<file path="src/rtl/fnd_pkg.sv">
// Shared constants, types and the segment encoder for the FND scan controller.
// Segment codes are active-low {dp,g,f,e,d,c,b,a} for a common-anode display.
package fnd_pkg;

    localparam int unsigned BIN_W     = 14;
    localparam int unsigned BCD_W     = 16;
    localparam int unsigned DIGITS    = 4;
    localparam int unsigned SEG_W     = 8;
    localparam int unsigned MAX_VALUE = 9999;

    localparam logic [SEG_W-1:0] SEG_0     = 8'hC0;
    localparam logic [SEG_W-1:0] SEG_1     = 8'hF9;
    localparam logic [SEG_W-1:0] SEG_2     = 8'hA4;
    localparam logic [SEG_W-1:0] SEG_3     = 8'hB0;
    localparam logic [SEG_W-1:0] SEG_4     = 8'h99;
    localparam logic [SEG_W-1:0] SEG_5     = 8'h92;
    localparam logic [SEG_W-1:0] SEG_6     = 8'h82;
    localparam logic [SEG_W-1:0] SEG_7     = 8'hF8;
    localparam logic [SEG_W-1:0] SEG_8     = 8'h80;
    localparam logic [SEG_W-1:0] SEG_9     = 8'h90;
    localparam logic [SEG_W-1:0] SEG_DASH  = 8'hBF;
    localparam logic [SEG_W-1:0] SEG_BLANK = 8'hFF;
    localparam logic [DIGITS-1:0] COM_OFF  = 4'b1111;

    typedef enum logic [1:0] {
        ST_IDLE  = 2'd0,
        ST_SHIFT = 2'd1,
        ST_LOAD  = 2'd2
    } conv_state_e;

    // Attributes captured alongside the value at handshake time
    typedef struct packed {
        logic [DIGITS-1:0] dp;
        logic              lz_blank;
        logic              ovf;
    } req_attr_t;

    function automatic logic [SEG_W-1:0] bcd_to_seg(input logic [3:0] nib);
        logic [SEG_W-1:0] seg;
        case (nib)
            4'd0:    seg = SEG_0;
            4'd1:    seg = SEG_1;
            4'd2:    seg = SEG_2;
            4'd3:    seg = SEG_3;
            4'd4:    seg = SEG_4;
            4'd5:    seg = SEG_5;
            4'd6:    seg = SEG_6;
            4'd7:    seg = SEG_7;
            4'd8:    seg = SEG_8;
            4'd9:    seg = SEG_9;
            default: seg = SEG_BLANK;
        endcase
        return seg;
    endfunction

endpackage

</file>
<file path="src/rtl/fnd_scan_ctrl_if.sv">
// Value handshake plus FND drive lines for one display controller.
interface fnd_scan_ctrl_if;
    import fnd_pkg::*;

    logic [BIN_W-1:0]  i_value;
    logic              i_valid;
    logic              o_ready;
    logic [DIGITS-1:0] i_dp;
    logic              i_lz_blank;
    logic              o_ovf;
    logic [DIGITS-1:0] fnd_com;
    logic [SEG_W-1:0]  fnd_data;

    modport master (
        output i_value, i_valid, i_dp, i_lz_blank,
        input  o_ready, o_ovf, fnd_com, fnd_data
    );

    modport slave (
        input  i_value, i_valid, i_dp, i_lz_blank,
        output o_ready, o_ovf, fnd_com, fnd_data
    );

endinterface

</file>
<file path="src/rtl/bin2bcd_seq.sv">
// Sequential double-dabble: one add-3/shift iteration per clock, BIN_W iterations,
// then a single LOAD cycle where done is high and bcd holds the result.
module bin2bcd_seq
    import fnd_pkg::*;
(
    input  logic             clk,
    input  logic             reset,
    input  logic             start,
    input  logic [BIN_W-1:0] bin,
    output logic             busy,
    output logic             done,
    output logic [BCD_W-1:0] bcd
);

    localparam int unsigned SR_W  = BCD_W + BIN_W;
    localparam int unsigned CNT_W = $clog2(BIN_W);

    conv_state_e      state_q, state_d;
    logic [SR_W-1:0]  sr_q, sr_d;
    logic [CNT_W-1:0] cnt_q, cnt_d;
    logic             busy_q, busy_d;
    logic             done_q, done_d;

    // BCD field sits above the remaining binary bits in the shift register
    function automatic logic [SR_W-1:0] dabble(input logic [SR_W-1:0] sr);
        logic [SR_W-1:0] t;
        t = sr;
        for (int n = 0; n < int'(BCD_W / 4); n++) begin
            if (t[BIN_W + 4*n +: 4] >= 4'd5)
                t[BIN_W + 4*n +: 4] = t[BIN_W + 4*n +: 4] + 4'd3;
        end
        return {t[SR_W-2:0], 1'b0};
    endfunction

    always_comb begin
        state_d = state_q;
        sr_d    = sr_q;
        cnt_d   = cnt_q;
        case (state_q)
            ST_IDLE: begin
                if (start) begin
                    sr_d    = {BCD_W'(0), bin};
                    cnt_d   = '0;
                    state_d = ST_SHIFT;
                end
            end
            ST_SHIFT: begin
                sr_d  = dabble(sr_q);
                cnt_d = cnt_q + 1'b1;
                if (cnt_q == CNT_W'(BIN_W - 1))
                    state_d = ST_LOAD;
            end
            ST_LOAD:  state_d = ST_IDLE;
            default:  state_d = ST_IDLE;
        endcase
        busy_d = (state_d != ST_IDLE);
        done_d = (state_d == ST_LOAD);
    end

    always_ff @(posedge clk or posedge reset) begin
        if (reset) begin
            state_q <= ST_IDLE;
            sr_q    <= '0;
            cnt_q   <= '0;
            busy_q  <= 1'b0;
            done_q  <= 1'b0;
        end else begin
            state_q <= state_d;
            sr_q    <= sr_d;
            cnt_q   <= cnt_d;
            busy_q  <= busy_d;
            done_q  <= done_d;
        end
    end

    assign busy = busy_q;
    assign done = done_q;
    assign bcd  = sr_q[SR_W-1 -: BCD_W];

endmodule

</file>
<file path="src/rtl/fnd_scan_ctrl.sv">
// 4-digit common-anode FND driver: value handshake, BCD conversion, blanking/DP/overflow
// formatting and time-multiplexed digit scan.
module fnd_scan_ctrl
    import fnd_pkg::*;
#(
    parameter int unsigned SCAN_DIV = 100_000
) (
    input logic            clk,
    input logic            reset,
    fnd_scan_ctrl_if.slave bus
);

    localparam int unsigned SCAN_W = (SCAN_DIV > 1) ? $clog2(SCAN_DIV) : 1;
    localparam int unsigned IDX_W  = $clog2(DIGITS);

    logic                         accept;
    logic                         conv_busy;
    logic                         conv_done;
    logic [BCD_W-1:0]             conv_bcd;
    logic [DIGITS-1:0][SEG_W-1:0] disp_new;
    logic                         tick;

    req_attr_t                    attr_q, attr_d;
    logic [DIGITS-1:0][SEG_W-1:0] disp_q, disp_d;
    logic                         ovf_q, ovf_d;
    logic [SCAN_W-1:0]            scan_cnt_q, scan_cnt_d;
    logic [IDX_W-1:0]             idx_q, idx_d;
    logic [DIGITS-1:0]            com_q, com_d;
    logic [SEG_W-1:0]             data_q, data_d;

    assign accept = bus.i_valid & ~conv_busy;

    bin2bcd_seq u_bin2bcd (
        .clk   (clk),
        .reset (reset),
        .start (accept),
        .bin   (bus.i_value),
        .busy  (conv_busy),
        .done  (conv_done),
        .bcd   (conv_bcd)
    );

    // Format converted digits: blank leading zeros, then DP, overflow overrides all
    always_comb begin
        logic [3:0]       nib;
        logic [SEG_W-1:0] seg;
        logic             higher_nz;
        disp_new  = '0;
        higher_nz = 1'b0;
        for (int n = int'(DIGITS) - 1; n >= 0; n--) begin
            nib       = conv_bcd[4*n +: 4];
            higher_nz = higher_nz | (nib != 4'd0);
            seg       = bcd_to_seg(nib);
            if (attr_q.lz_blank && (n != 0) && !higher_nz)
                seg = SEG_BLANK;
            if (attr_q.dp[n])
                seg[SEG_W-1] = 1'b0;
            if (attr_q.ovf)
                seg = SEG_DASH;
            disp_new[n] = seg;
        end
    end

    always_comb begin
        attr_d     = attr_q;
        disp_d     = disp_q;
        ovf_d      = ovf_q;
        scan_cnt_d = scan_cnt_q + 1'b1;
        idx_d      = idx_q;
        tick       = (scan_cnt_q == SCAN_W'(SCAN_DIV - 1));

        if (accept) begin
            attr_d.dp       = bus.i_dp;
            attr_d.lz_blank = bus.i_lz_blank;
            attr_d.ovf      = (bus.i_value > BIN_W'(MAX_VALUE));
        end
        if (conv_done) begin
            disp_d = disp_new;
            ovf_d  = attr_q.ovf;
        end
        if (tick) begin
            scan_cnt_d = '0;
            idx_d      = idx_q + 1'b1;
        end

        com_d  = ~(DIGITS'(1) << idx_q);
        data_d = disp_q[idx_q];
    end

    always_ff @(posedge clk or posedge reset) begin
        if (reset) begin
            attr_q     <= '0;
            disp_q     <= {DIGITS{SEG_BLANK}};
            ovf_q      <= 1'b0;
            scan_cnt_q <= '0;
            idx_q      <= '0;
            com_q      <= COM_OFF;
            data_q     <= SEG_BLANK;
        end else begin
            attr_q     <= attr_d;
            disp_q     <= disp_d;
            ovf_q      <= ovf_d;
            scan_cnt_q <= scan_cnt_d;
            idx_q      <= idx_d;
            com_q      <= com_d;
            data_q     <= data_d;
        end
    end

    assign bus.o_ready  = ~conv_busy;
    assign bus.o_ovf    = ovf_q;
    assign bus.fnd_com  = com_q;
    assign bus.fnd_data = data_q;

endmodule

</file>
<file path="src/flat_wrapper.sv">
// flat-port wrapper written by rule: the top's interface ports become plain ports
module fnd_scan_ctrl_flat import fnd_pkg::*;
#(
    parameter int unsigned SCAN_DIV = 100_000
)
  (clk, reset, bus_i_value, bus_i_valid, bus_i_dp, bus_i_lz_blank, bus_o_ready, bus_o_ovf, bus_fnd_com, bus_fnd_data);
  fnd_scan_ctrl_if bus_i ();
  input logic clk;
  input logic reset;
  input wire logic [$bits(bus_i.i_value)-1:0] bus_i_value;
  input wire logic [$bits(bus_i.i_valid)-1:0] bus_i_valid;
  input wire logic [$bits(bus_i.i_dp)-1:0] bus_i_dp;
  input wire logic [$bits(bus_i.i_lz_blank)-1:0] bus_i_lz_blank;
  output wire logic [$bits(bus_i.o_ready)-1:0] bus_o_ready;
  output wire logic [$bits(bus_i.o_ovf)-1:0] bus_o_ovf;
  output wire logic [$bits(bus_i.fnd_com)-1:0] bus_fnd_com;
  output wire logic [$bits(bus_i.fnd_data)-1:0] bus_fnd_data;
  assign bus_i.i_value = bus_i_value;
  assign bus_i.i_valid = bus_i_valid;
  assign bus_i.i_dp = bus_i_dp;
  assign bus_i.i_lz_blank = bus_i_lz_blank;
  assign bus_o_ready = bus_i.o_ready;
  assign bus_o_ovf = bus_i.o_ovf;
  assign bus_fnd_com = bus_i.fnd_com;
  assign bus_fnd_data = bus_i.fnd_data;
  fnd_scan_ctrl #(.SCAN_DIV(SCAN_DIV)) u_core (.clk(clk), .reset(reset), .bus(bus_i));
endmodule
</file>
<file path="config.mk">
export PLATFORM = sky130hd
export DESIGN_NAME = fnd_scan_ctrl_flat
export DESIGN_NICKNAME = d
export VERILOG_FILES = /design/src/rtl/fnd_pkg.sv /design/src/rtl/fnd_scan_ctrl_if.sv /design/src/rtl/bin2bcd_seq.sv /design/src/rtl/fnd_scan_ctrl.sv /design/src/flat_wrapper.sv
export SDC_FILE = /design/constraint.sdc
export NUM_CORES = 1
export LEC_CHECK = 0
export BUFFER_PORTS_ARGS = -buffer_cell sky130_fd_sc_hd__buf_2
export CORE_AREA = 2 2 138 140
export DETAILED_ROUTE_END_ITERATION = 8
export DIE_AREA = 0 0 140 142
export SKIP_LAST_GASP = 1
export SYNTH_ARGS = -nofsm -noshare
export SYNTH_HDL_FRONTEND = slang
export SYNTH_SLANG_ARGS = --single-unit
</file>
<file path="constraint.sdc">
create_clock -name clk -period 3.5 [get_ports clk]
set_input_delay 0.35 -clock clk [delete_from_list [all_inputs] [get_ports clk]]
set_output_delay 0.35 -clock clk [all_outputs]
set_load 0.01 [all_outputs]
</file>
* Yosys cells after proc, flatten, opt, wreduce, memory -nomap -nowiden *
Memory sizes are Yosys's and may differ from the RTL's.
Index checks and enable logic that the tools add are counted.

word-level totals
  ROM bits = 448
  flip-flop bits (word level) = 108
  logic and storage cells = 83
  memories kept = 4
  input port bits = 22
  output and inout bits = 14

memories
  memory            depth  width  rd ports  clocked after Yosys merged registers in  write ports  line           RTL
  (name not given)  16     7      1         0                                        0            fnd_pkg.sv:40  case (nib)
  (name not given)  16     7      1         0                                        0            fnd_pkg.sv:40
  (name not given)  16     7      1         0                                        0            fnd_pkg.sv:40
  (name not given)  16     7      1         0                                        0            fnd_pkg.sv:40

cells by class
  shift operators = 1
  muxes and demuxes = 25
  magnitude comparators = 6
  bitwise gates (word level) = 5
  equality and inequality tests = 5
  reduce and logical (&&, ||, !) cells = 13
  add/sub/neg operators = 7

operators with widths
  kind                                                  number
  two-way mux 8 bit                                     8
  case mux 30 bit (2 select lines)                      1
  two-way mux 30 bit                                    1
  adder 17 x 1 -> 17 bit (second input constant)        1
  equality test 17 bit (second input constant)          1
  two-way mux 17 bit                                    1
  binary-select mux 8 bit (select 2 bit)                1
  >= comparator 4 x 3 -> 1 bit (second input constant)  4
  two-way mux 4 bit                                     4
  > comparator 14 bit (second input constant)           1
  adder 4 x 2 -> 4 bit (second input constant)          3
  nonzero test 4 bit                                    3
  case mux 4 bit (2 select lines)                       1
  adder 4 x 1 -> 4 bit (second input constant)          1
  equality test 4 bit (second input constant)           1
  two-way mux 1 bit                                     4
  two-way mux 2 bit                                     2
  inverter 4 bit                                        1
  case mux 2 bit (2 select lines)                       1
  nonzero test 2 bit                                    2
  << shifter 1 x 2 -> 4 bit (first input constant)      1
  adder 3 x 2 -> 3 bit (second input constant)          1
  logical AND 1 bit                                     3
  logical NOT 1 bit                                     3
  11 further kinds                                      12

* Depth between registers and ports, before layout *
  word-level depth = 8
  depth in mapped cells = 6
  depth with buffers taken out = 6

* By module *
From an unflattened synthesis, not the netlist that was laid out.

unflattened totals
  cell total of the unflattened synthesis = 552
  area total of the unflattened synthesis = 5863.1 sq um

modules (own cells, without submodules)
  module         cells each  area each (sq um)  times used  sequential area each (sq um)
  fnd_scan_ctrl  332         3706.1             1           1806.7
  bin2bcd_seq    220         2157.1             1           950.9

* Worst setup path after synthesis *
OpenSTA, ideal clock, no wires.

  path type = reg2reg
  start = reg u_core.u_bin2bcd.sr_q[26]
  end = reg u_core.disp_q[8] (netlist bit)
  clock period less this slack = 1.589 ns
  buffers on the path = 0
  required time = 3.412 ns
  library setup time = 0.088 ns
  setup slack = 1.911 ns
  data arrival time = 1.501 ns
  stages on the path, launching flop included = 7
  cells stage by stage = dfrtp_1 -> inv_1 -> ha_1 -> and4bb_2 -> and4_1 -> nor3_2 -> a21oi_1

on the way
  longest elaborated chain between the ends = 7

ends and longest elaborated chain
  item                      line                  RTL
  start: declaration        bin2bcd_seq.sv:19     logic [SR_W-1:0] sr_q, sr_d;
  start signal: assignment  bin2bcd_seq.sv:69     sr_q <= sr_d;
  nonzero test 4 bit        fnd_scan_ctrl.sv:52   higher_nz = higher_nz | (nib != 4'd0);
  OR 1 bit (2 in series)    fnd_scan_ctrl.sv:52
  logical NOT 1 bit         fnd_scan_ctrl.sv:54   if (attr_q.lz_blank && (n != 0) && !higher_nz)
  logical AND 1 bit         fnd_scan_ctrl.sv:54
  two-way mux 8 bit         fnd_scan_ctrl.sv:54
  two-way mux 8 bit         fnd_scan_ctrl.sv:58   if (attr_q.ovf)
  end signal: assignment    fnd_scan_ctrl.sv:93   disp_q <= {DIGITS{SEG_BLANK}};
  end signal: assignment    fnd_scan_ctrl.sv:101  disp_q <= disp_d;
  end: declaration          fnd_scan_ctrl.sv:24   logic [DIGITS-1:0][SEG_W-1:0] disp_q, disp_d;

Every way passes these cells.
A chain may end at the register's enable or synchronous reset.

==> metrics.md <==
| Metric | Value |
|---|---|
| Status | finished, final reports clean |
| Hold-fix buffers, CTS | 0 |
| Rows | 50 |
| Vias in the first global route | 3,855 |
| GP Congestion | 0.9164 |
| Detailed placement HPWL | 8522 microns |
| Share of the clock period used by the worst path | 0.6051 |
| Die width | 140 microns |
| Synth unique cells | 45 |
| Placed cells | 778 |
| Largest cells by area after synthesis | dfrtp_1 29%, dfstp_2 21%, ha_1 7.1% |
| Nets | 608 |
| Synth Net Count | 580 |
| Iter 0 DRT Violations | 256 |
| Share of layout cells above drive strength 1 | 0.2054 |
| Critical Path RT | 3.78 ns |
| Final setup TNS | 0 ns |
| CORE AREA | 18,460 sq um |
| Postcts setup bufs | 0 |
| Final WL | 11,590 microns |
| Routed vias/inst | 4.864 |
| # IOs | 36 |
| Critical path arrival | 2.40 ns |
| Worst Max-Slew Pin Slew | 0.8500 ns |
| Cell taking the most area after synthesis | dfrtp_1 |
| CTS Buf Count | 9 |
| Die Span Y | 142 microns |
| CTS sink cnt | 108 |
| IO Port Bufs | 35 |
| P_leak | 2.632 nW |
| Yosys reg bits | 108 |
| First-pass GRT wire length | 19,580 microns |
| Yosys warns | 0 |
| CTS H-tree depth | 3 |
| Syn-to-layout area delta | 13.21% |
| Largest net degree at the start of global routing | 70 |
| Predominant post-synthesis flop cell | dfrtp_1 |
| Final core occ | 0.3352 |
| Final min period | 2.118 ns |
| Unrepaired setup endpoints after global routing | false |
| Post-synth EDFFs | 0 |
| Startpoint Class | flop |
| Clock Pin Slew Worst Setup and Hold Paths | 0.08 ns |
| Wire per inst | 14.60 microns |
| Crit Path Max Fanout | 36 |
| Synth Instances | 527 |
| GRT overflow | 0 |
| Antenna fix cells | 0 |
| Clock Path Buffers | 2 |
| CP Capture Type | flop |
| Remaining DRCs | 0 |
| Mapped Area | 5464 sq um |
| Post-synthesis sequential area ratio | 0.5047 |
| Worst setup path class | flop to flop |
| Final Max Slew Viols | 0 |
| Relative slew slack | 0.4333 |
| Pwr/cell area | 870.4 nW/um^2 |
| CTS tree | done |
| Final hold vios | 0 |
| Post-synth top area share | 0.2931 |
| Root Buffer Master | clkbuf_16 |
| Clock skew | 0.01167 ns |
| Total track usage | 0.1221 |
| Post-synthesis async set-or-reset flop share | 1.000 |
| Max-cap viol count | 0 |
| Vias | 3,862 |
| Starting Density | 0.2961 |
| Fmax | 0.4722 GHz |
| Mean post-synth cell area | 10.37 sq um |
| Antenna-violating nets left | 0 |
| Final Setup Violations | 0 |
| CTS resizes | 0 |
| Peak VDD IR | 287.6 uV |
| Hold Path Class | input pin to asynchronous set/reset pin |
| TritonRoute pass-1 iters | 7 |
| Clock Latency Late Sink | 0.35 ns |
| Initial antenna violation count | 0 |
| Total die area | 19,880 sq um |
| Layout Cells excl Fill | 794 |
[sequential cells by signal (all words and copies together), names as in the netlist, 2 cells and up]
register / flops
u_core.attr_q: 6
u_core.idx_q: 2
u_core.bus.fnd_com: 4
u_core.bus.fnd_data: 8
u_core.u_bin2bcd.sr_q: 30
u_core.scan_cnt_q: 17
u_core.u_bin2bcd.cnt_q: 4
u_core.u_bin2bcd.state_q: 2
u_core.disp_q: 32
[routing by layer]
layer	vias to the layer above	part of all wire	track usage
li1	1884	-	-
met1	1878	0.48	0.1698
met2	82	0.46	0.1903
met3	18	0.037	0.02692
met4	0	0.018	0.03987
met5	-	0	0
[cell type report]
class	count	area, sq um
clock inverter	6	86.33
fill	1846	12270
clock buffer	10	229.0
inverter	35	133.9
tap	234	292.8
multi-input combinational	360	2466
timing repair buffer	41	220.2
sequential	108	2758
[synthesized netlist by cell type (all sizes together) (10+ instances only)]
cell / n
dfrtp: 64
nand2: 56
dfstp: 44
nor2: 43
o21ai: 38
inv: 35
a21oi: 33
ha: 31
mux2i: 19
buf: 17
xnor2: 16
o22ai: 14
o22a: 11
nand2b: 10
[kinds of logic after synthesis]
group                    Yosys count  share of synthesized area
buffers and inverters             59                    0.04397
AO/OA/AOI/OAI                    121                     0.1342
adder cells (fa/ha/maj)           31                    0.07099
AND/OR/NAND/NOR                  156                     0.1369
flip-flops                       108                     0.5047
XOR/XNOR                          22                    0.03526
multiplexers                      30                    0.07396
[per-stage QoR]
stage	setup WS [ns]	area (sq um)	hold WS, ns	power, W
final	1.382	6186	0.1512	0.005384
after global routing	1.191	6186	0.2027	0.005810
after CTS	1.378	6186	0.1856	0.005417
after detailed placement	1.383	5871	0.4119	0.004314
after global placement	1.402	5871	0.3991	0.004212
after floorplan	0.3772	5464	0.3827	0.003752
[path summary, 6_finish.rpt]
| path | startpoint | end | slack (ns) | depth (start not counted) |
|---|---|---|---|---|
| worst min-delay path | reset | u_core.attr_q[4] | 0.15 | 2 |
| max in group asynchronous | reset | u_core.disp_q[2] | 2.45 | 3 |
| worst min register to register | u_core.attr_q[4] | u_core.disp_q[23] | 0.42 | 1 |
| worst max-delay path | u_core.u_bin2bcd.done | u_core.disp_q[25] | 1.38 | 4 |
| min in group clk | bus_i_dp[1] | u_core.attr_q[3] | 0.20 | 3 |
| worst max register to register | u_core.u_bin2bcd.done | u_core.disp_q[25] | 1.38 | 4 |
[critical path, cell delays in order (launching register included)]
cell and delay, ns:
dfrtp_1 0.32, buf_4 0.33, nor2b_1 0.71, o21ai_0 0.41, o22a_1 0.28
[layout by cell type, fill, tap and decap left out, types with 3 or more instances in the layout]
cell	instances
a31oi_1	4
a22oi_1	4
o21ai_0	38
nor2b_1	6
nor4_1	5
nor3_1	5
buf_2	35
dfrtp_1	64
xnor2_1	16
a21oi_1	33
clkbuf_16	9
nand2b_1	10
nor2_1	43
o21a_1	3
mux4_2	8
nand3_1	9
o21bai_1	4
ha_1	31
inv_1	34
o22a_1	11
buf_4	6
nor3b_1	6
nand4_1	7
mux2i_1	19
o22ai_1	14
nand2_1	56
xor2_1	6
dfstp_2	44
mux2_2	3
[report_power, final]
group / switching (W) / internal, W / total [W]
Clock: 0.000453 / 0.000628 / 0.00108
Sequential: 0.000465 / 0.00187 / 0.00233
Combinational: 0.00109 / 0.000887 / 0.00197
Note: power is estimated with default switching activity, not from simulation.
